$ cat src/rtl/stopwatch_counter.sv
// stopwatch_counter: run/pause/lap timing core, 10 ms ticks, BCD 00.00-59.99.
// Digit increments are produced by the conditional-sum adder csa below.

module csa #(
  parameter int N = 4
) (
  input  logic [N-1:0] a,
  input  logic [N-1:0] b,
  input  logic         ci,
  output logic [N-1:0] s
);
  logic [N-1:0] s0, s1, c0, c1;

  assign s0 = a ^ b;
  assign s1 = ~(a ^ b);
  assign c0 = a & b;
  assign c1 = a | b;

  // each bit has both sums ready; the incoming carry only selects
  always_comb begin
    logic c;
    c = ci;
    s = '0;
    for (int i = 0; i < N; i++) begin
      s[i] = c ? s1[i] : s0[i];
      c    = c ? c1[i] : c0[i];
    end
  end
endmodule

module stopwatch_counter #(
  parameter int TICK_DIV = 1_000_000
) (
  input  logic       clk,
  input  logic       rst_n,
  input  logic       start_stop,
  input  logic       lap,
  input  logic       clear,
  output logic [2:0] disp_s_tens,
  output logic [3:0] disp_s_ones,
  output logic [3:0] disp_cs_tens,
  output logic [3:0] disp_cs_ones,
  output logic       running,
  output logic       lap_active,
  output logic       wrap
);
  localparam int PW = $clog2(TICK_DIV);
  localparam logic [PW-1:0] PMAX = PW'(TICK_DIV - 1);

  typedef enum logic [1:0] {
    IDLE,
    RUN,
    PAUSE,
    LAP
  } state_t;

  state_t state, state_nx;

  logic [PW-1:0] presc, presc_nx;
  logic [3:0] cs1, cs10, s1, s10;
  logic [3:0] cs1_nx, cs10_nx, s1_nx, s10_nx;
  logic [3:0] cs1_inc, cs10_inc, s1_inc, s10_inc;
  logic [3:0] lap_cs1, lap_cs10, lap_s1;
  logic [2:0] lap_s10;
  logic active, tick, zap, cy1, cy2, cy3, roll, lap_enter;

  csa #(.N(4)) u_csa_cs1 (
    .a(cs1), .b(4'd0), .ci(1'b1), .s(cs1_inc)
  );
  csa #(.N(4)) u_csa_cs10 (
    .a(cs10), .b(4'd0), .ci(1'b1), .s(cs10_inc)
  );
  csa #(.N(4)) u_csa_s1 (
    .a(s1), .b(4'd0), .ci(1'b1), .s(s1_inc)
  );
  csa #(.N(4)) u_csa_s10 (
    .a(s10), .b(4'd0), .ci(1'b1), .s(s10_inc)
  );

  always_ff @(posedge clk or negedge rst_n) begin
    if (!rst_n) state <= IDLE;
    else        state <= state_nx;
  end

  always_comb begin
    state_nx = state;
    unique case (state)
      IDLE:  if (start_stop) state_nx = RUN;
      RUN: begin
        if (start_stop) state_nx = PAUSE;
        else if (lap)   state_nx = LAP;
      end
      LAP: begin
        if (start_stop) state_nx = PAUSE;
        else if (lap)   state_nx = RUN;
      end
      PAUSE: begin
        if (clear)           state_nx = IDLE;
        else if (start_stop) state_nx = RUN;
      end
    endcase
  end

  assign active    = (state == RUN) || (state == LAP);
  assign tick      = active && (presc == PMAX);
  assign zap       = (state == PAUSE) && clear;
  assign cy1       = tick && (cs1 == 4'd9);
  assign cy2       = cy1 && (cs10 == 4'd9);
  assign cy3       = cy2 && (s1 == 4'd9);
  assign roll      = cy3 && (s10 == 4'd5);
  assign lap_enter = (state_nx == LAP) && (state != LAP);

  always_comb begin
    presc_nx = presc;
    if (zap)         presc_nx = '0;
    else if (active) presc_nx = tick ? '0 : presc + PW'(1);
  end

  always_comb begin
    cs1_nx  = cs1;
    cs10_nx = cs10;
    s1_nx   = s1;
    s10_nx  = s10;
    if (zap) begin
      cs1_nx  = '0;
      cs10_nx = '0;
      s1_nx   = '0;
      s10_nx  = '0;
    end else begin
      if (tick) cs1_nx  = (cs1 < 4'd9)  ? cs1_inc  : 4'd0;
      if (cy1)  cs10_nx = (cs10 < 4'd9) ? cs10_inc : 4'd0;
      if (cy2)  s1_nx   = (s1 < 4'd9)   ? s1_inc   : 4'd0;
      if (cy3)  s10_nx  = (s10 < 4'd5)  ? s10_inc  : 4'd0;
    end
  end

  always_ff @(posedge clk or negedge rst_n) begin
    if (!rst_n) begin
      presc        <= '0;
      cs1          <= '0;
      cs10         <= '0;
      s1           <= '0;
      s10          <= '0;
      lap_cs1      <= '0;
      lap_cs10     <= '0;
      lap_s1       <= '0;
      lap_s10      <= '0;
      disp_cs_ones <= '0;
      disp_cs_tens <= '0;
      disp_s_ones  <= '0;
      disp_s_tens  <= '0;
      running      <= 1'b0;
      lap_active   <= 1'b0;
      wrap         <= 1'b0;
    end else begin
      presc      <= presc_nx;
      cs1        <= cs1_nx;
      cs10       <= cs10_nx;
      s1         <= s1_nx;
      s10        <= s10_nx;
      wrap       <= roll;
      running    <= (state_nx == RUN) || (state_nx == LAP);
      lap_active <= (state_nx == LAP);
      // lap freezes the count seen before this edge, not the ticked one
      if (lap_enter) begin
        lap_cs1  <= cs1;
        lap_cs10 <= cs10;
        lap_s1   <= s1;
        lap_s10  <= s10[2:0];
      end
      if (lap_enter) begin
        disp_cs_ones <= cs1;
        disp_cs_tens <= cs10;
        disp_s_ones  <= s1;
        disp_s_tens  <= s10[2:0];
      end else if (state_nx == LAP) begin
        disp_cs_ones <= lap_cs1;
        disp_cs_tens <= lap_cs10;
        disp_s_ones  <= lap_s1;
        disp_s_tens  <= lap_s10;
      end else begin
        disp_cs_ones <= cs1_nx;
        disp_cs_tens <= cs10_nx;
        disp_s_ones  <= s1_nx;
        disp_s_tens  <= s10_nx[2:0];
      end
    end
  end
endmodule

$ cat config.mk
export PLATFORM = sky130hd
export DESIGN_NAME = stopwatch_counter
export DESIGN_NICKNAME = d
export VERILOG_FILES = /design/src/rtl/stopwatch_counter.sv
export SDC_FILE = /design/constraint.sdc
export NUM_CORES = 1
export LEC_CHECK = 0
export ABC_AREA = 1
export BUFFER_PORTS_ARGS = -buffer_cell sky130_fd_sc_hd__buf_4
export CORE_MARGIN = 1.5
export CORE_UTILIZATION = 60
export CTS_BUF_LIST = sky130_fd_sc_hd__clkbuf_8
export DETAILED_ROUTE_END_ITERATION = 6
export GPL_TIMING_DRIVEN = 1
export PLACE_DENSITY = 0.89
export SETUP_SLACK_MARGIN = 0.3
export SYNTH_ARGS = -nofsm -noshare
export SYNTH_HDL_FRONTEND = slang
export SYNTH_SLANG_ARGS = --single-unit
$ cat constraint.sdc
create_clock -name clk -period 2.45 [get_ports clk]
set_clock_uncertainty 0.15 [all_clocks]
set_input_delay 0.3675 -clock clk [delete_from_list [all_inputs] [get_ports clk]]
set_output_delay 0.3675 -clock clk [all_outputs]
set_load 0.1 [all_outputs]
==> results of run 1 <==
[kinds of logic after synthesis]
| logic type | share of synthesized area, % |
|---|---|
| AOI/OAI and AO/OA | 9.73 |
| xor gates and xnor gates | 1.42 |
| adders and majority gates | 5.75 |
| buffers and inverters | 8.58 |
| DFF | 47.3 |
| and+or+nand+nor | 27.2 |
[per-stage QoR]
step | std cells | hold slack (ns) | setup WS, ns
floorplan | 456 | -0.0781 | 0.373
global placement | 553 | 0.227 | 0.333
detailed placement | 553 | 0.231 | 0.282
CTS | 570 | 0.0654 | 0.336
global route | 580 | 0.0604 | 0.226
finish | 580 | 0.0651 | 0.333
[repair_timing]
item                       4_1_cts  5_1_grt
pin swaps                        0        6
hold buffers                     1        0
setup endpoints to repair        1       39
setup buffers                    0       10
gates resized for setup          1       13
hold endpoints to repair        39        0
[cell usage in the layout, fill, tap and decap left out, types with 2 or more instances in the layout]
cell type    n
inv_1       61
nand2_2      3
o21ai_0     25
nor2_4       3
and3_1       3
nor2_2       6
ha_1        16
xor2_1       5
o211ai_1     3
nor3_1       5
nand4_1      7
buf_4       38
nand3_1     34
inv_2        8
nand2_1    118
dfrtp_2      2
bufinv_16    2
clkbuf_8    12
nand3_2      2
dfrtp_1     68
a21oi_1      7
nand3b_1     3
o22ai_1      6
nor2_1      26
clkinv_1     2
nor3_2       2
o31ai_1      3
o21ai_1     17
nand2_4      3
inv_6        2
[how the worst max path moves through the flow]
stage          startpoint             end  slack, ns  cells after the start
3_3_place_gp     presc[0]       presc[14]       0.33                      8
3_5_place_dp     presc[0]       presc[14]       0.28                      8
2_1_floorplan     running  disp_s_tens[0]       0.37                     11
4_1_cts          presc[0]  disp_s_tens[0]       0.34                     12
5_1_grt          presc[9]  disp_s_tens[2]       0.23                     11
6_report         presc[9]  disp_s_tens[2]       0.33                     11
[registers in the layout (all words and copies together) (netlist names), 4 cells and up]
name          cells
cs10              4
disp_s_ones       4
lap_s1            4
presc            20
disp_cs_ones      4
s1                4
s10               4
lap_cs10          4
disp_cs_tens      4
cs1               4
lap_cs1           4
[worst max-delay path: cells and delay by family, from the launching register on]
kind                   cells  cell delay [ns]
buffers and inverters      2             0.13
and+or+nand+nor            9             1.25
DFF                        1             0.47
[where the power goes]
part	switching, mW	leakage (nW)	internal (mW)
logic	0.914	1.24	0.372
registers	0.245	0.947	1.37
clock network	0.455	0.119	0.660
total	1.61	2.30	2.40
[layout make-up]
cell class | instances | area, um^2 | area share [%]
clock buffer | 12 | 165 | 3.78
clock inverter | 4 | 76.3 | 1.75
inverter | 73 | 280 | 6.41
multi-input combinational | 306 | 1680 | 38.5
sequential | 70 | 1750 | 40.1
tap | 75 | 93.8 | 2.15
timing repair buffer | 40 | 315 | 7.22
[routing by layer]
metal  global-route usage [%]  wire, um  up-vias
li1                         -         -     1555
met4                     13.3       250        0
met3                     7.00       554       37
met2                     48.3      4410      134
met1                     37.7      3870     1587
met5                        0         0        -
==> impl_results.md, run 1 <==
- Max-slew violations: 0
- Top cells by area, synth: dfrtp_1 (47%), nand2_1 (12%), inv_1 (6.2%), ha_1 (5.7%), nand3_1 (4.6%)
- Layout cells sized above 1: 18.0%
- CP Class: flip-flop to flip-flop
- Layout area overhead: 18.0%
- Initial antenna violation count: 0
- Hold worst-path end: running
- Crit end category: flip-flop
- Worst path max stage delay: 0.47 ns
- Final setup viols: 0
- Final Core Density: 73.4%
- CTS tree: done
- CTS root buf: clkbuf_8
- Slew at the pin closest to its max-slew limit: 0.542 ns
- Outcome: completed
- First-pass GRT wire length: 14.7 mm
- R2R setup slack: 0.33 ns
- H-tree depth: 3
- Synth Cell Area: 0.00370 mm^2
- Reg2Reg Depth: 11
- 1st-pass router iterations: 5
- WL final: 9.08 mm
- DR WL/cell: 15.7 um
- Post-DP HPWL: 5.90 mm
- EDFF count, synth: 0
- Synth warn: 0
- RePlAce Congestion: 0.887
- Post-synth ARST share: 100%
- R2r startpoint: presc[9]
- Chip width: 81.6 um
- DR vias/cell: 5.71
- IO buf count: 22
- Starting Density: 62.2%
- Clk slew on worst S/H paths: 0.08 ns
- Final Cycle Share: 86.4%
- Pin count of the biggest net entering global routing: 41
- Leakage: 2.30 nW
- Number of global-route vias before repair: 3233
- Dpl cell area: 0.00399 mm^2
- Setup TNS: 0 ns
- Final nets: 522
- GRT overflow: 0
- Die ar.: 0.00665 mm^2
- Distinct cell type count after synthesis: 39
- Hold depth: 2
- Chip height: 81.6 um
- Tmin final: 2.12 ns
- Vias: 3313
- Routed Antenna Nets: 0
- Unrepaired setup endpoints after global routing: false
- Number of diodes: 0
- Min-Delay Path Class: primary input to flip-flop
- Worst VDD drop: 0.578 mV
- CP most frequent cell: nand2_1
- # IOs: 23
- Most used DFF post-synth: dfrtp_1
- Min-delay src: start_stop
- Num CTS Buffers: 9
- Final Hold Fails: 0
- Fmax achieved: 0.472 GHz
- Slew HR: 63.9%
- Total power: 4.02 mW
- Worst-Skew Late Latency: 0.36 ns
- GRT Overall Usage: 29.7%
- Synthesized netlist net count: 478
- Starting DRT DRC Count: 268
- Post-Syn Area per Cell: 8.12 um^2
- Design area: 0.00437 mm^2
- Core Footprint: 0.00596 mm^2
- Fillers: 428
- Bufs on Longest Clock Path: 2
- Count leader, synth: nand2_1
- Seq/Total Area, Yosys: 47.3%
- Crit-path max FO: 7
- Top-area cell type share of the netlist area: 47.3%
- Row count: 28
- Arr. time, crit path: 2.21 ns
- Leading area contributor after synthesis: dfrtp_1
- Critical path's slowest cell: dfrtp_1
- # DRC: 0
- CP Cell Sequence: inv_2 -> nor2_1 -> nand2_1 -> nor2_1 -> nand3_2 -> nor3_4 -> nand2_1 -> clkinv_1 -> nand2_1 -> nand4_1 -> nand3_1
- Commonest cells post-synth: nand2_1 (120), dfrtp_1 (70), inv_1 (61)
- Worst R2R End: disp_s_tens[2]
- Startpoint type of the worst setup path: flip-flop
- Cells after synthesis: 456
- Critical path data required time: 2.54 ns
- PwrDens: 919 mW/mm^2
- Flops & latches, synth: 70
- Total clock sinks: 70
- Maxcap violations: 0
Power figures use the tool's default switching activity.
==> inputs of run 2 (changes only) <==
- PLACE_DENSITY: 0.89 -> 0.88
- SYNTH_HIERARCHICAL: not set -> 1
==> run 2 against run 1 <==
  * Sequential power down 9.9%
  * Cell area up 26%
  * Die area up 26%
  * Hold slack better by 0.13 ns
  * Critical path depth down 3
  * Flip-flop and latch count unchanged
  * Cell count up 45%
  * Synthesized area up 27%
  * Via count up 34%
  * Core utilization down 1.2 points
  * Critical path type unchanged
  * Largest cell class is now multi-input combinational cells
  * Highest routed layer unchanged
==> impl_results.md, run 2 <==
- Post-synth ARST share: 100%
- Final Cycle Share: 84.7%
- Final nets: 766
- Cells after synthesis: 652
- Worst R2R End: presc[7]
- Flops & latches, synth: 70
- Most used DFF post-synth: dfrtp_1
- First-pass GRT wire length: 18.6 mm
- EDFF count, synth: 0
- Bufs on Longest Clock Path: 2
- Hold worst-path end: state[1]
- Worst VDD drop: 0.608 mV
- 1st-pass router iterations: 5
- Design area: 0.00552 mm^2
- CP most frequent cell: nand3_4
- Largest Register: presc
- R2R setup slack: 0.38 ns
- Final Hold Fails: 0
- Layout area overhead: 17.9%
- R2r startpoint: presc[0]
- Routed Antenna Nets: 0
- Num CTS Buffers: 9
- Commonest cells post-synth: nand2_1 (175), inv_1 (126), dfrtp_1 (70)
- Starting DRT DRC Count: 394
- Most frequent cells in the layout: nand2_1 (174), inv_1 (124), dfrtp_1 (66)
- Startpoint type of the worst setup path: flip-flop
- Critical path data required time: 2.52 ns
- Final setup viols: 0
- Min-delay src: clear
- Number of diodes: 0
- Fillers: 568
- DR vias/cell: 5.27
- Final Core Density: 72.2%
- Die ar.: 0.00835 mm^2
- Worst-Skew Late Latency: 0.35 ns
- Top-area cell type share of the netlist area: 37.4%
- Synth warn: 6
- Critical path's top delay family: simple AND/OR/NAND/NOR gates
- Outcome: completed
- Row count: 32
- RePlAce Congestion: 0.940
- H-tree depth: 3
- Count leader, synth: nand2_1
- # DRC: 0
- Post-DP HPWL: 7.89 mm
- Leakage: 2.97 nW
- DR WL/cell: 13.5 um
- Setup TNS: 0 ns
- Post-Syn Area per Cell: 7.18 um^2
- Largest register FFs: 20
- Fmax achieved: 0.482 GHz
- Unrepaired setup endpoints after global routing: true
- Initial antenna violation count: 0
- Total clock sinks: 70
- Clk slew on worst S/H paths: 0.08 ns
- Dpl cell area: 0.00515 mm^2
- Arr. time, crit path: 2.15 ns
- CTS root buf: clkbuf_8
- Chip width: 91.4 um
- # IOs: 23
- Maxcap violations: 0
- Pin count of the biggest net entering global routing: 39
- Commonest non-fill, non-tap cell in the layout: nand2_1
- Top cells by area, synth: dfrtp_1 (37%), nand2_1 (14%), inv_1 (10%), ha_1 (6.7%), o21ai_0 (5.4%)
- Chip height: 91.4 um
- WHS: 0.196 ns
- IO buf count: 22
- Hold depth: 4
- Distinct cell type count after synthesis: 37
- Worst path max stage delay: 0.43 ns
- Layout cells sized above 1: 14.3%
- Pre-CTS setup slack: 0.251 ns
- Slew at the pin closest to its max-slew limit: 0.663 ns
- Total power: 3.79 mW
- DP Cell Count: 817
- GRT overflow: 0
- Leading area contributor after synthesis: dfrtp_1
- Crit-path max FO: 9
- Worst Path Buf+Inv: 1
- Reg2Reg Depth: 8
- GRT Overall Usage: 27.8%
- WL final: 11.4 mm
- CP Cell Sequence: ha_2 -> nand3_4 -> nor2_4 -> nand3_4 -> nand2_4 -> clkinvlp_4 -> o21ai_0 -> o22ai_1
- Max-slew violations: 0
- Vias: 4443
- Tmin final: 2.07 ns
- Min-Delay Path Class: primary input to flip-flop
- Number of global-route vias before repair: 4325
- Critical path's slowest cell: dfrtp_2
- Non-Filler Instances: 843
- Starting Density: 61.3%
- Seq/Total Area, Yosys: 37.4%
- Slew HR: 55.4%
- Crit end category: flip-flop
- PwrDens: 687 mW/mm^2
- Core Footprint: 0.00765 mm^2
- CP Class: flip-flop to flip-flop
- CTS tree: done
- Final setup margin: 0.376 ns
- Synth Cell Area: 0.00468 mm^2
-- run 2: cell count changes in the layout (fill, tap and decap cells not counted), sizes merged, moves of 5 or more --
cell,delta
nand2,+64
nor2,+6
nand3,+18
conb,+44
xnor2,+6
xor2,+9
nand4,+11
clkinvlp,+5
inv,+58
ha,+8
o21ai,+11
-- run 2: timing repair --
item,4_1_cts,5_1_grt
endpoints found under the setup margin,19,39
pin swaps,0,4
cloned,1,3
endpoints found under the hold margin,36,0
gates resized for setup,4,15
hold buffers,1,0
buffers inserted,0,5
-- run 2: power by group --
part	internal (mW)	switching (mW)
sequential	1.30	0.164
clock	0.597	0.454
combinational	0.327	0.952
-- run 2: worst max-delay path by stage --
stage             start         endpoint  slack, ns  cells past startpoint
6_report       presc[0]         presc[7]       0.38                      8
5_1_grt        presc[0]  disp_cs_tens[3]       0.23                     11
4_1_cts        presc[0]         presc[7]       0.30                      8
3_5_place_dp   presc[0]         presc[7]       0.25                      8
3_3_place_gp   presc[0]        presc[14]       0.38                      8
2_1_floorplan   running         presc[7]       0.40                      8
-- run 2: worst register-to-register path, stage by stage, from the launching register on --
cell	delay, ns
dfrtp_2	0.43
ha_2	0.25
nand3_4	0.15
nor2_4	0.16
nand3_4	0.18
nand2_4	0.19
clkinvlp_4	0.19
o21ai_0	0.14
o22ai_1	0.11
-- run 2: layout make-up --
class	count	area [um^2]	area share (%)
Inverter	133	507	9.18
Clock buffer	10	138	2.49
Multi-Input combinational cell	481	2600	47.0
Clock inverter	6	85.1	1.54
Sequential cell	70	1760	31.8
Timing Repair inverter	2	15.0	0.272
Timing Repair Buffer	39	295	5.35
Tap cell	102	128	2.31
-- run 2: routing by layer --
metal	vias to the layer above	global-route usage [%]	part of all wire, %
met5	-	0	0
met4	0	11.5	3.4
met3	37	6.28	7.1
met2	200	48.2	49
met1	2042	33.1	40
li1	2164	-	-
-- run 2: kinds of logic (layout without fill, tap and decap cells) --
group / Yosys count / in the layout / synth area share [%]
simple gates: 321 / 323 / 32.2
buf+inv: 145 / 190 / 12.0
flops: 70 / 70 / 37.4
compound gates: 68 / 68 / 7.67
fa+ha+maj: 25 / 25 / 6.68
xor+xnor: 21 / 21 / 3.93
other cells: 2 / 44 / 0.160
